### config.mk
export PLATFORM = sky130hd
export DESIGN_NAME = signed_booth_multiplier
export DESIGN_NICKNAME = d
export VERILOG_FILES = /design/src/rtl/signed_booth_multiplier.sv
export SDC_FILE = /design/constraint.sdc
export NUM_CORES = 1
export LEC_CHECK = 0
export ABC_AREA = 1
export CORE_ASPECT_RATIO = 1.1
export CORE_MARGIN = 4
export CORE_UTILIZATION = 25
export CTS_BUF_LIST = sky130_fd_sc_hd__clkbuf_16
export DETAILED_ROUTE_END_ITERATION = 8
export PLACE_DENSITY = 0.52
export SLEW_MARGIN = 20
export SYNTH_ARGS = -nofsm -noshare
export SYNTH_HDL_FRONTEND = slang
export SYNTH_SLANG_ARGS = --single-unit
### constraint.sdc
create_clock -name clk -period 2 [get_ports clk]
set_input_delay 0.4 -clock clk [delete_from_list [all_inputs] [get_ports clk]]
set_output_delay 0.4 -clock clk [all_outputs]
set_load 0.03 [all_outputs]
### src/rtl/signed_booth_multiplier.sv
// Radix-2 Booth sequential signed multiplier: one Booth step per clock, free-running LOAD/ITER loop.
// Optional `SIGNED_BOOTH_DONE_EN adds a one-cycle done pulse after each result update.
module signed_booth_multiplier #(
  parameter int WIDTH = 4
) (
  input  logic                 clk,
  input  logic                 rst,
  input  logic [WIDTH-1:0]     M,
  input  logic [WIDTH-1:0]     Q,
`ifdef SIGNED_BOOTH_DONE_EN
  output logic                 done,
`endif
  output logic [2*WIDTH-1:0]   result
);

  localparam int CW = $clog2(WIDTH);

  typedef enum logic {LOAD, ITER} state_t;

  state_t            state, state_next;
  logic [WIDTH:0]    a_reg, m_reg, a_sum;
  logic [WIDTH-1:0]  q_reg;
  logic              q_m1;
  logic [CW-1:0]     cnt;
  logic              load_en, last_step;
  logic [2*WIDTH:0]  shifted;

  always_ff @(posedge clk or posedge rst) begin
    if (rst) state <= LOAD;
    else     state <= state_next;
  end

  always_comb begin
    state_next = state;
    case (state)
      LOAD:    state_next = ITER;
      ITER:    if (last_step) state_next = LOAD;
      default: state_next = LOAD;
    endcase
  end

  always_comb begin
    load_en   = (state == LOAD);
    last_step = (state == ITER) && (cnt == CW'(WIDTH - 1));
  end

  // Booth recode, then arithmetic shift of {A', Qreg} with A's sign bit replicated.
  always_comb begin
    a_sum = a_reg;
    case ({q_reg[0], q_m1})
      2'b10:   a_sum = a_reg - m_reg;
      2'b01:   a_sum = a_reg + m_reg;
      default: a_sum = a_reg;
    endcase
    shifted = {a_sum[WIDTH], a_sum, q_reg[WIDTH-1:1]};
  end

  always_ff @(posedge clk or posedge rst) begin
    if (rst) begin
      a_reg  <= '0;
      m_reg  <= '0;
      q_reg  <= '0;
      q_m1   <= 1'b0;
      cnt    <= '0;
      result <= '0;
`ifdef SIGNED_BOOTH_DONE_EN
      done   <= 1'b0;
`endif
    end else begin
`ifdef SIGNED_BOOTH_DONE_EN
      done <= last_step;
`endif
      if (load_en) begin
        a_reg <= '0;
        m_reg <= {M[WIDTH-1], M};
        q_reg <= Q;
        q_m1  <= 1'b0;
        cnt   <= '0;
      end else begin
        a_reg <= shifted[2*WIDTH:WIDTH];
        q_reg <= shifted[WIDTH-1:0];
        q_m1  <= q_reg[0];
        cnt   <= cnt + CW'(1);
        if (last_step) result <= shifted[2*WIDTH-1:0];
      end
    end
  end

endmodule

[After elaboration in Yosys (flattened, before gate mapping)]
Index checks and enable logic that the tools add are counted.
Storage, ports and cells
  flip-flop bits (word level): 25
  input port bits: 10
  output and inout bits: 8
  word-level logic and storage cells: 23
Cells by class
  add/sub/neg operators: 3
  equal/unequal tests: 3
  mux-type cells: 7
  bitwise operators: 1
  reductions and logical operators: 2
Operators by type and width (number)
  case mux 5 bit (2 select lines): 1
  adder 5 bit: 1
  2-to-1 mux 5 bit: 1
  subtractor 5 bit: 1
  equality test 2 bit, second input constant: 2
  2-to-1 mux 4 bit: 1
  adder 2 x 1 -> 2 bit, second input constant: 1
  equality test 2 x 1 -> 1 bit, second input constant: 1
  2-to-1 mux 1 bit: 2
  2-to-1 mux 2 bit: 1
  case mux 1 bit (2 select lines): 1
  AND reduction 2 bit: 1
  logical AND 1 bit: 1
  NOT 1 bit: 1

[Depth between registers and ports, before layout]
Gate-level depths: netlist (run 1).
  word-level depth: 4
  depth in mapped cells: 15
  mapped depth without buffers: 15

[Least setup slack after synthesis (run 1)]
OpenSTA, ideal clock, no wires.
  path kind: flip-flop to flip-flop
  start: register m_reg[0]
  end: register result[7]
  setup time: 0.117 ns
  arrival time: 1.780 ns
  data required time: 1.883 ns
  path slack: 0.103 ns
  stages on the path, launching flop included: 14
  path buffers: 0
  period minus slack after synthesis: 1.897 ns
  cells stage by stage: dfrtp_1 inv_1 ha_1 nand2_1 o21ai_0 fa_1 nand3_1 inv_1 nor2_1 nand2_1 nand4_1 nand2_1 nand2_1 nand2_1
Between the ends
  cells in the longest elaborated chain, start to end: 2
  elaborated cells between the ends (all ways): 3
  classes of those cells: 2 x add/sub; 1 x mux
RTL lines
  start: declaration: RTL line 21  | logic [WIDTH:0] a_reg, m_reg, a_sum;
  start signal: assignment: RTL line 75  | m_reg <= {M[WIDTH-1], M};
  adder 5 bit or subtractor 5 bit (tied branches): RTL line 52, 51
  case mux 5 bit (2 select lines) *: RTL line 50  | case ({q_reg[0], q_m1})
  end signal: assignment: RTL line 84  | if (last_step) result <= shifted[2*WIDTH-1:0];
  end: declaration: RTL line 13  | output logic [2*WIDTH-1:0] result
Every way passes the cells marked *; elsewhere a longest branch is shown, timed or not.
A chain may end at the register's enable or synchronous reset.

[Worst setup path after layout (run 1)]
  start: register q_reg[0]
  end: register result[7]
Between the ends
  cells in the longest elaborated chain, start to end: 2
  elaborated cells between the ends (all ways): 3
  classes of those cells: 2 x eq/ne; 1 x mux
RTL lines
  start: declaration: RTL line 22  | logic [WIDTH-1:0] q_reg;
  start signal: assignment: RTL line 81  | q_reg <= shifted[WIDTH-1:0];
  equality test 2 x 1 -> 1 bit or equality test 2 bit (tied branches): RTL line 50
  case mux 5 bit (2 select lines) *: RTL line 50
Marked as above.

==> results of run 1 <==
-- worst max-delay path by stage --
stage / from / endpoint / cells after the start
final: q_reg[0] / result[7] / 13
after global routing: q_m1 / result[7] / 12
after CTS: q_reg[0] / result[7] / 13
after detailed placement: m_reg[0] / result[7] / 13
after global placement: m_reg[0] / result[7] / 13
after floorplan: m_reg[0] / result[7] / 13
-- critical path: cells and delay by family (launching register included) --
kind | cells | cell delay [ns]
AOI/OAI and AO/OA | 1 | 0.14
xor gates and xnor gates | 1 | 0.20
adders and majority gates | 2 | 0.49
buffers and inverters | 2 | 0.10
DFF | 1 | 0.37
and+or+nand+nor | 7 | 0.59
-- metrics by stage --
step / instance area (sq um) / std cells
CTS: 1510 / 209
finish: 1620 / 211
detailed placement: 1430 / 206
global placement: 1430 / 206
global route: 1620 / 211
floorplan: 1170 / 133
-- timing repair --
action / in CTS / in global routing
cloned: 0 / 0
endpoints found under the setup margin: 5 / 8
buffers inserted: 0 / 2
pin swaps: 0 / 10
gates resized for setup: 2 / 20
hold endpoints to repair: 0 / 0
-- logic make-up after synthesis --
group,after synthesis
compound gates,24
flops,24
mux,1
fa+ha+maj,9
simple gates,54
xor+xnor,1
buf+inv,20
-- cell type report --
| class | instances | area share (%) |
|---|---|---|
| timing repair buffer | 23 | 13.3 |
| inverter | 18 | 4.17 |
| tap | 54 | 4.17 |
| sequential | 24 | 37.1 |
| clock buffer | 3 | 4.64 |
| multi-input combinational | 89 | 36.6 |
-- synthesized netlist by cell type --
| master | n | share of area (%) |
|---|---|---|
| o21ai_1 | 10 | 4.3 |
| nand4_1 | 1 | 0.53 |
| buf_2 | 2 | 0.85 |
| inv_2 | 4 | 1.3 |
| nor2_1 | 8 | 2.6 |
| a31oi_1 | 3 | 1.6 |
| xor2_1 | 1 | 0.75 |
| nand3b_1 | 1 | 0.64 |
| o22ai_1 | 1 | 0.53 |
| dfrtp_1 | 24 | 51 |
| nand3_1 | 5 | 2.1 |
| nand2_2 | 2 | 1.1 |
| a21o_1 | 1 | 0.64 |
| fa_1 | 1 | 1.7 |
| mux2i_1 | 1 | 0.85 |
| ha_1 | 8 | 8.5 |
| inv_1 | 14 | 4.5 |
| nand2_1 | 36 | 12 |
| o21ai_0 | 2 | 0.85 |
| nand3_2 | 1 | 0.85 |
| a21oi_1 | 7 | 3.0 |
-- metal layers --
layer | wire, microns | vias to the layer above | part of all wire [%]
met2 | 1400 | 20 | 55
li1 | - | 477 | -
met3 | 71 | 2 | 2.8
met5 | 0 | - | 0
met1 | 1070 | 455 | 42
met4 | 15 | 0 | 0.59
-- power by group through the flow --
stage                     clock network (uW)  registers [uW]  logic [uW]
after global placement                     0             643         522
after detailed placement                   0             645         533
after CTS                                430             637         541
after floorplan                            0             737         240
after global routing                     452             653         686
final                                    414             643         620
==> load_flow_metrics.sql, run 1 <==
INSERT INTO impl_metrics (metric_group, metric, value, unit) VALUES
('clock_tree', 'cts_sinks', '24', ''),
('placement', 'gp_routability_congestion', '0.783', ''),
('clock_tree', 'clock_tree.root_cell', 'clkbuf_16', ''),
('grt', 'grtUsageTotal', '9.18', '%'),
('grt', 'grt_use_met2', '17.1', '%'),
('power_and_ir_drop', 'power_frac_clock', '24.7', '%'),
('cells_and_area', 'drive_gt1_share', '21.0', '%'),
('cells_and_area', 'num-nets-final', '178', ''),
('clock_tree', 'cts_tree', 'built', ''),
('worst_setup_path', 'worst_setup_path_start_kind', 'flop', ''),
('worst_setup_path', 'critical_path_start_end_classification', 'reg2reg', ''),
('yosys', 'ys_ff_latch', '24', ''),
('cells_and_area', 'final_util', '36.7', '%'),
('power_and_ir_drop', 'p_seq_share', '38.3', '%'),
('grt', 'grt_pass1_wl', '4260', 'microns'),
('outcome', 'status', 'complete, no violations', ''),
('route', 'drt_iter0_markers', '29', ''),
('die', 'die_w', '73.3', 'microns'),
('worst_setup_path', 'timing.critical_path.to_type', 'flop', ''),
('worst_setup_path', 'critPathMaxStageDelay', '0.37', 'ns'),
('route', 'wl', '2560', 'microns'),
('yosys', 'syn-instance-count', '133', ''),
('cells_and_area', 'largest_register_ffs', '8', ''),
('route', 'routed-via-count', '954', ''),
('die', 'design.core.area', '4410', 'sq um'),
('placement', 'placement.setup.worst_slack', '-0.110', 'ns'),
('yosys', 'synthAdderAreaFrac', '10.3', '%'),
('worst_setup_path', 'critical_path_cell_sequence', 'inv_2, ha_4, a31oi_4, xor2_1, ha_1, nand3_2, inv_1, nor2_1, nand2_1, nand4_1, nand2_1, nand2_1, nand2_1', ''),
('sta', 'fin_setup_tns', '0', 'ns'),
('yosys', 'ys_seq_area_share', '51.3', '%'),
('power_and_ir_drop', 'internal_power', '1120', 'uW'),
('power_and_ir_drop', 'p_switching', '558', 'uW'),
('sta', 'hold_viol', '0', ''),
('yosys', 'netlist_area', '1170', 'sq um'),
('sta', 'fin_worst_skew', '0.00378', 'ns'),
('power_and_ir_drop', 'power_density', '1040', 'nW/um^2'),
('sta', 'setup_violations', '0', ''),
('die', 'die_area', '5850', 'sq um'),
('cells_and_area', 'area_of_combinational_cells_with_multiple_inputs', '593', 'sq um'),
('worst_hold_path', 'hold_path.startpoint', 'cnt[0]', ''),
('worst_setup_path', 'timing.critical_path.required', '2.14', 'ns'),
('cells_and_area', 'antenna-diode-count', '0', ''),
('worst_setup_path', 'worstRegToRegCells', '13', ''),
('grt', 'antenna_found_initial', '0', ''),
('worst_setup_path', 'rrSetupSlack', '0.003', 'ns'),
('worst_hold_path', 'endpoint_with_the_worst_hold_slack', 'cnt[0]', ''),
('worst_setup_path', 'critical-path-top-cell-by-count', 'nand2_1', ''),
('clock_tree', 'cts_hold_repair.buffers', '0', ''),
('yosys', 'yosys-mux-area-fraction', '0.855', '%'),
('die', 'floorplan.io_pins', '18', ''),
('sta', 'slew_violations', '0', ''),
('power_and_ir_drop', 'power.total', '1680', 'uW'),
('yosys', 'avgSynthCellArea', '8.81', 'sq um'),
('clock_tree', 'numCtsBuffers', '3', ''),
('yosys', 'synthesis.nets', '152', ''),
('sta', 'final_critical_path_setup_slack', '0.00259', 'ns'),
('yosys', 'yosys_warnings', '0', ''),
('clock_tree', 'cts.htree.levels', '1', ''),
('cells_and_area', 'most-common-layout-cells', 'nand2_1, dfrtp_1, clkdlybuf4s50_1', ''),
('grt', 'gr-usage-met1', '9.98', '%'),
('route', 'detail_route.drc_violations', '0', ''),
('cells_and_area', 'area_growth', '38.2', '%'),
('worst_setup_path', 'critical_path.reg2reg.startpoint', 'q_reg[0]', ''),
('worst_setup_path', 'worst_ep_arrival_time', '2.14', 'ns'),
('worst_hold_path', 'timing.hold.worst_path_depth', '1', ''),
('clock_tree', 'clkTransAtPathRegs', '0.06', 'ns'),
('sta', 'grt_setup_unrepaired', 'yes', ''),
('placement', 'hpwl', '1840', 'microns'),
('yosys', 'post_synth_and_or_nand_nor_area_fraction', '19.3', '%'),
('yosys', 'synth_xor_xnor_area_share', '0.748', '%'),
('sta', 'timing.fmax', '0.501', 'GHz');
Power figures use the tool's default switching activity.
==> run 2, diff against run 1 <==
Settings changed: CELL_PAD_IN_SITES_DETAIL_PLACEMENT set to 0, CELL_PAD_IN_SITES_GLOBAL_PLACEMENT set to 1, PLACE_DENSITY 0.52 to 0.62.
==> load_flow_metrics.sql, run 2 (synthesis results as in run 1) <==
INSERT INTO impl_metrics (metric_group, metric, value, unit) VALUES
('clock_tree', 'clock_insertion_delay_at_the_later_pin_of_the_skew_report', '0.25', 'ns'),
('sta', 'finalCriticalPeriod', '1.98', 'ns'),
('clock_tree', 'cts-root-to-sink-buffers', '2', ''),
('placement', 'placement.setup.worst_slack', '-0.122', 'ns'),
('placement', 'gp_routability_congestion', '0.741', ''),
('cells_and_area', 'final_util', '35.8', '%'),
('route', 'detail_route.drc_violations', '0', ''),
('worst_setup_path', 'worst_ep_arrival_time', '2.13', 'ns'),
('route', 'route.detailed.vias_per_inst', '4.35', ''),
('sta', 'final_period_utilization', '99.2', '%'),
('worst_setup_path', 'rrSetupSlack', '0.02', 'ns'),
('cells_and_area', 'largest_register_ffs', '8', ''),
('cells_and_area', 'area_growth', '34.9', '%'),
('power_and_ir_drop', 'power_frac_clock', '25.3', '%'),
('worst_setup_path', 'timing.critical_path.required', '2.14', 'ns'),
('worst_setup_path', 'timing.critical_path.to_type', 'flop', ''),
('cells_and_area', 'most-common-layout-cells', 'nand2_1, dfrtp_1, clkdlybuf4s50_1', ''),
('sta', 'grt_setup_unrepaired', 'yes', ''),
('route', 'drt_iter0_markers', '24', ''),
('grt', 'overflow', '0', ''),
('sta', 'slew_violations', '0', ''),
('sta', 'timing.fmax', '0.504', 'GHz'),
('power_and_ir_drop', 'leakagePower', '0.000775', 'uW'),
('worst_setup_path', 'critical_path_start_end_classification', 'reg2reg', ''),
('clock_tree', 'cts_sinks', '24', ''),
('clock_tree', 'numCtsBuffers', '3', ''),
('power_and_ir_drop', 'power.share.combinational', '35.6', '%'),
('placement', 'numPortBuffers', '17', ''),
('worst_setup_path', 'worst-path-max-fanout', '3', ''),
('power_and_ir_drop', 'power_density', '1030', 'nW/um^2'),
('grt', 'antenna_found_initial', '0', ''),
('grt', 'grt_pass1_vias', '953', ''),
('route', 'routed-via-count', '936', ''),
('power_and_ir_drop', 'irDropWorstVdd', '643', 'uV'),
('power_and_ir_drop', 'power_switching_share', '32.7', '%'),
('sta', 'hold_viol', '0', ''),
('die', 'die_area', '5850', 'sq um'),
('cells_and_area', 'fillCellCount', '457', ''),
('clock_tree', 'clock_tree.root_cell', 'clkbuf_16', ''),
('die', 'floorplan.die.height', '79.8', 'microns'),
('route', 'wl', '2450', 'microns'),
('grt', 'grt_pass1_wl', '4200', 'microns'),
('grt', 'grtUsageTotal', '9.26', '%'),
('power_and_ir_drop', 'p_seq_share', '39.0', '%'),
('route', 'wire_per_inst', '11.4', 'microns'),
('cells_and_area', 'num-nets-final', '182', ''),
('worst_setup_path', 'worst_setup_path_start_kind', 'flop', ''),
('placement', 'hpwl', '1850', 'microns'),
('route', 'drt_pass1_iterations', '4', ''),
('clock_tree', 'cts_tree', 'built', ''),
('job', 'cap_viol_max_count', '0', ''),
('sta', 'final_critical_path_setup_slack', '0.0159', 'ns'),
('die', 'die_w', '73.3', 'microns'),
('worst_hold_path', 'hold_path_class', 'reg2reg', ''),
('outcome', 'status', 'complete, no violations', ''),
('die', 'floorplan.io_pins', '18', ''),
('die', 'initial_core_util', '26.6', '%'),
('sta', 'setup_violations', '0', ''),
('cells_and_area', 'top_register', 'result', ''),
('clock_tree', 'clkTransAtPathRegs', '0.06', 'ns'),
('cells_and_area', 'drive_gt1_share', '17.4', '%'),
('power_and_ir_drop', 'internal_power', '1100', 'uW'),
('sta', 'headroom_to_the_max_slew_limit', '77.7', '%'),
('grt', 'grt_max_degree', '25', ''),
('clock_tree', 'cts.htree.levels', '1', ''),
('sta', 'fin_worst_skew', '0.00257', 'ns'),
('cells_and_area', 'layout_commonest_cell', 'nand2_1', ''),
('die', 'design.core.area', '4410', 'sq um'),
('cells_and_area', 'antenna-diode-count', '0', ''),
('power_and_ir_drop', 'p_switching', '533', 'uW'),
('die', 'fp-row-count', '25', ''),
('route', 'final_antenna_net_count', '0', ''),
('sta', 'worst-slew-pin-transition', '0.333', 'ns');
==> run 2: cell count changes in the layout (fill, tap and decap cells not counted), sizes merged <==
cell  previous run  this run
buf              6        10
==> run 2: layout make-up <==
class | count | area (sq um) | share of cell area, %
repair buffers | 27 | 245 | 15.5
clock buffers | 3 | 75.1 | 4.75
flip-flops and latches | 24 | 601 | 38.0
inverters | 18 | 67.6 | 4.28
multi-input cells | 89 | 524 | 33.2
well taps | 54 | 67.6 | 4.28
==> run 2: routing by layer <==
metal	wire, microns	track usage [%]
met1	1130	10.3
met2	1240	16.9
met3	52	1.64
met4	24	3.87
met5	0	0
==> run 2: stage by stage <==
stage | hold slack, ns | instance area [sq um] | power [uW] | cells | TNS (ns)
2_1_floorplan | 0.410 | 1170 | 977 | 133 | 0
3_3_place_gp | 0.419 | 1440 | 1180 | 208 | -0.126
3_5_place_dp | 0.425 | 1440 | 1180 | 208 | -0.167
4_1_cts | 0.433 | 1550 | 1630 | 214 | 0
5_1_grt | 0.449 | 1580 | 1750 | 215 | -0.294
6_report | 0.431 | 1580 | 1630 | 215 | 0
==> run 2: final timing paths <==
path                           from        end  depth (start not counted)
max reg2reg                q_reg[0]  result[7]                         13
min reg2reg                  cnt[0]     cnt[0]                          1
min in group asynchronous       rst  result[6]                          3
min                          cnt[0]     cnt[0]                          1
max                        q_reg[0]  result[7]                         13
max in group asynchronous       rst   m_reg[3]                          3
==> run 2: critical path: stages (launching register included) <==
cell and delay, ns:
dfrtp_1 0.34, inv_1 0.05, ha_2 0.18, a31oi_1 0.18, xor2_1 0.21, ha_1 0.30, nand2_1 0.10, nand2_1 0.05
nor2_1 0.10, nand2_1 0.09, nand4_1 0.10, nand2_1 0.07, nand2_1 0.07, nand2_1 0.05
==> run 2: repair_timing <==
item	4_1_cts	5_1_grt
hold buffers	0	0
pin swaps	5	11
gates resized for setup	3	6
endpoints found under the setup margin	3	6
buffers inserted	3	2
cloned	0	0
==> run 2: power groups by stage <==
stage | Clock (uW) | Sequential [uW] | Combinational, uW
6_report | 413 | 636 | 580
5_1_grt | 456 | 649 | 640
4_1_cts | 430 | 638 | 565
3_5_place_dp | 0 | 645 | 538
3_3_place_gp | 0 | 644 | 535
2_1_floorplan | 0 | 737 | 240
==> run 3, diff against run 2 <==
Settings changed: CORE_MARGIN 4 to 2.
==> load_flow_metrics.sql, run 3 (synthesis results as in run 1) <==
INSERT INTO impl_metrics (metric_group, metric, value, unit) VALUES
('outcome', 'status', 'complete, no violations', ''),
('route', 'detail_route.drc_violations', '0', ''),
('job', 'cap_viol_max_count', '0', ''),
('sta', 'grt_setup_unrepaired', 'yes', ''),
('die', 'initial_core_util', '25.5', '%'),
('sta', 'fin_worst_skew', '0.00324', 'ns'),
('route', 'wl', '2370', 'microns'),
('worst_setup_path', 'worst_ep_arrival_time', '2.07', 'ns'),
('worst_setup_path', 'critical_path_start_end_classification', 'reg2reg', ''),
('power_and_ir_drop', 'irDropWorstVdd', '443', 'uV'),
('worst_setup_path', 'worst-path-max-fanout', '3', ''),
('power_and_ir_drop', 'leakagePower', '0.000769', 'uW'),
('worst_setup_path', 'worst_setup_path_start_kind', 'flop', ''),
('cells_and_area', 'drive_gt1_share', '23.1', '%'),
('clock_tree', 'cts-root-to-sink-buffers', '2', ''),
('clock_tree', 'clock_insertion_delay_at_the_later_pin_of_the_skew_report', '0.26', 'ns'),
('sta', 'slew_violations', '0', ''),
('clock_tree', 'cts_tree', 'built', ''),
('sta', 'finalCriticalPeriod', '1.93', 'ns'),
('sta', 'timing.fmax', '0.519', 'GHz'),
('grt', 'grt_max_degree', '25', ''),
('grt', 'grt_pass1_vias', '926', ''),
('cells_and_area', 'most-common-layout-cells', 'nand2_1, dfrtp_1, clkdlybuf4s50_1', ''),
('power_and_ir_drop', 'power_frac_clock', '25.3', '%'),
('power_and_ir_drop', 'power_switching_share', '32.7', '%'),
('cells_and_area', 'layout_commonest_cell', 'nand2_1', ''),
('route', 'wire_per_inst', '11.0', 'microns'),
('worst_setup_path', 'timing.critical_path.to_type', 'flop', ''),
('power_and_ir_drop', 'p_seq_share', '38.7', '%'),
('placement', 'hpwl', '1700', 'microns'),
('clock_tree', 'numCtsBuffers', '3', ''),
('sta', 'fin_setup_tns', '0', 'ns'),
('sta', 'min_hold_slack', '0.433', 'ns'),
('grt', 'overflow', '0', ''),
('die', 'design.core.area', '4590', 'sq um'),
('worst_hold_path', 'hold_path_class', 'reg2reg', ''),
('power_and_ir_drop', 'p_switching', '542', 'uW'),
('die', 'die_w', '69.3', 'microns'),
('worst_setup_path', 'timing.critical_path.required', '2.14', 'ns'),
('route', 'routed-via-count', '938', ''),
('route', 'drt_iter0_markers', '10', ''),
('clock_tree', 'cts.htree.levels', '1', ''),
('power_and_ir_drop', 'internal_power', '1110', 'uW'),
('die', 'floorplan.io_pins', '18', ''),
('route', 'drt_pass1_iterations', '4', ''),
('cells_and_area', 'num-nets-final', '181', ''),
('sta', 'setup_violations', '0', ''),
('die', 'floorplan.die.height', '75.8', 'microns'),
('die', 'fp-row-count', '26', ''),
('grt', 'grt_pass1_wl', '4090', 'microns'),
('route', 'route.detailed.vias_per_inst', '4.34', ''),
('placement', 'gp_routability_congestion', '0.730', ''),
('sta', 'final_period_utilization', '96.3', '%'),
('power_and_ir_drop', 'power_density', '1010', 'nW/um^2'),
('cells_and_area', 'largest_register_ffs', '8', ''),
('cells_and_area', 'antenna-diode-count', '0', ''),
('route', 'final_antenna_net_count', '0', ''),
('sta', 'headroom_to_the_max_slew_limit', '79.2', '%'),
('clock_tree', 'cts_hold_repair.buffers', '0', ''),
('clock_tree', 'clkTransAtPathRegs', '0.06', 'ns'),
('sta', 'hold_viol', '0', ''),
('clock_tree', 'cts_sinks', '24', ''),
('cells_and_area', 'top_register', 'result', ''),
('sta', 'worst-slew-pin-transition', '0.311', 'ns'),
('die', 'die_area', '5250', 'sq um'),
('grt', 'grtUsageTotal', '10.0', '%'),
('grt', 'antenna_found_initial', '0', ''),
('cells_and_area', 'area_growth', '40.3', '%'),
('clock_tree', 'clock_tree.root_cell', 'clkbuf_16', ''),
('power_and_ir_drop', 'power.share.combinational', '35.9', '%'),
('placement', 'numPortBuffers', '17', '');
[run 3: cell count changes in the layout (fill, tap and decap cells not counted), moves of 2 or more]
cell | before | now
ha_1 | 7 | 4
ha_4 | 0 | 3
inv_1 | 14 | 11
nand2_1 | 35 | 32
nand2_2 | 3 | 6
inv_2 | 4 | 6
[run 3: layout make-up]
class                      count  area [sq um]
clock buffer                   3          75.1
fill                         467          2940
inverter                      18          70.1
multi-input combinational     89           589
sequential                    24           601
tap                           56          70.1
timing repair buffer          26           238
[run 3: final timing paths]
path | from | endpoint | slack, ns | depth (start not counted)
setup / recovery | q_m1 | result[7] | 0.07 | 12
hold / removal | cnt[0] | cnt[0] | 0.43 | 1
setup reg to reg | q_m1 | result[7] | 0.07 | 12
hold reg to reg | cnt[0] | cnt[0] | 0.43 | 1
max in group asynchronous | rst | q_reg[0] | 1.27 | 3
min in group asynchronous | rst | cnt[0] | 0.50 | 3
[run 3: critical path, stage by stage (launching register included)]
cell     delay, ns
dfrtp_1       0.40
ha_4          0.19
a31oi_4       0.15
xor2_1        0.18
ha_1          0.29
nand3_2       0.10
inv_1         0.04
nor2_1        0.10
nand2_1       0.09
nand4_1       0.10
nand2_1       0.07
nand2_1       0.06
nand2_1       0.05
[run 3: routing by layer]
| layer | part of all wire [%] | routed length [microns] | track usage [%] |
|---|---|---|---|
| met1 | 45 | 1060 | 11.6 |
| met2 | 50 | 1190 | 17.8 |
| met3 | 2.6 | 61 | 1.19 |
| met4 | 2.7 | 64 | 6.54 |
| met5 | 0 | 0 | 0 |
[run 3: what timing repair did]
action | 4_1_cts | 5_1_grt
setup buffers | 2 | 2
pin swaps | 3 | 10
endpoints found under the setup margin | 2 | 5
gates resized for setup | 5 | 18
[run 3: power by group through the flow]
stage	sequential [uW]	clock [uW]	combinational [uW]
4_1_cts	638	434	556
5_1_grt	656	453	671
6_report	642	420	596
3_3_place_gp	644	0	525
3_5_place_dp	646	0	526
2_1_floorplan	737	0	240
[run 3: per-stage QoR]
| step | power [uW] | util [%] | cells | area, sq um | setup slack, ns |
|---|---|---|---|---|---|
| 6_report | 1660 | 35.8 | 216 | 1640 | 0.0732 |
| 5_1_grt | 1780 | 35.8 | 216 | 1640 | -0.0908 |
| 4_1_cts | 1630 | 33.7 | 214 | 1550 | 0.0185 |
| 3_5_place_dp | 1170 | 31.4 | 209 | 1440 | -0.125 |
| 3_3_place_gp | 1170 | 31.4 | 209 | 1440 | -0.102 |
| 2_1_floorplan | 977 | - | 133 | 1170 | 0.103 |
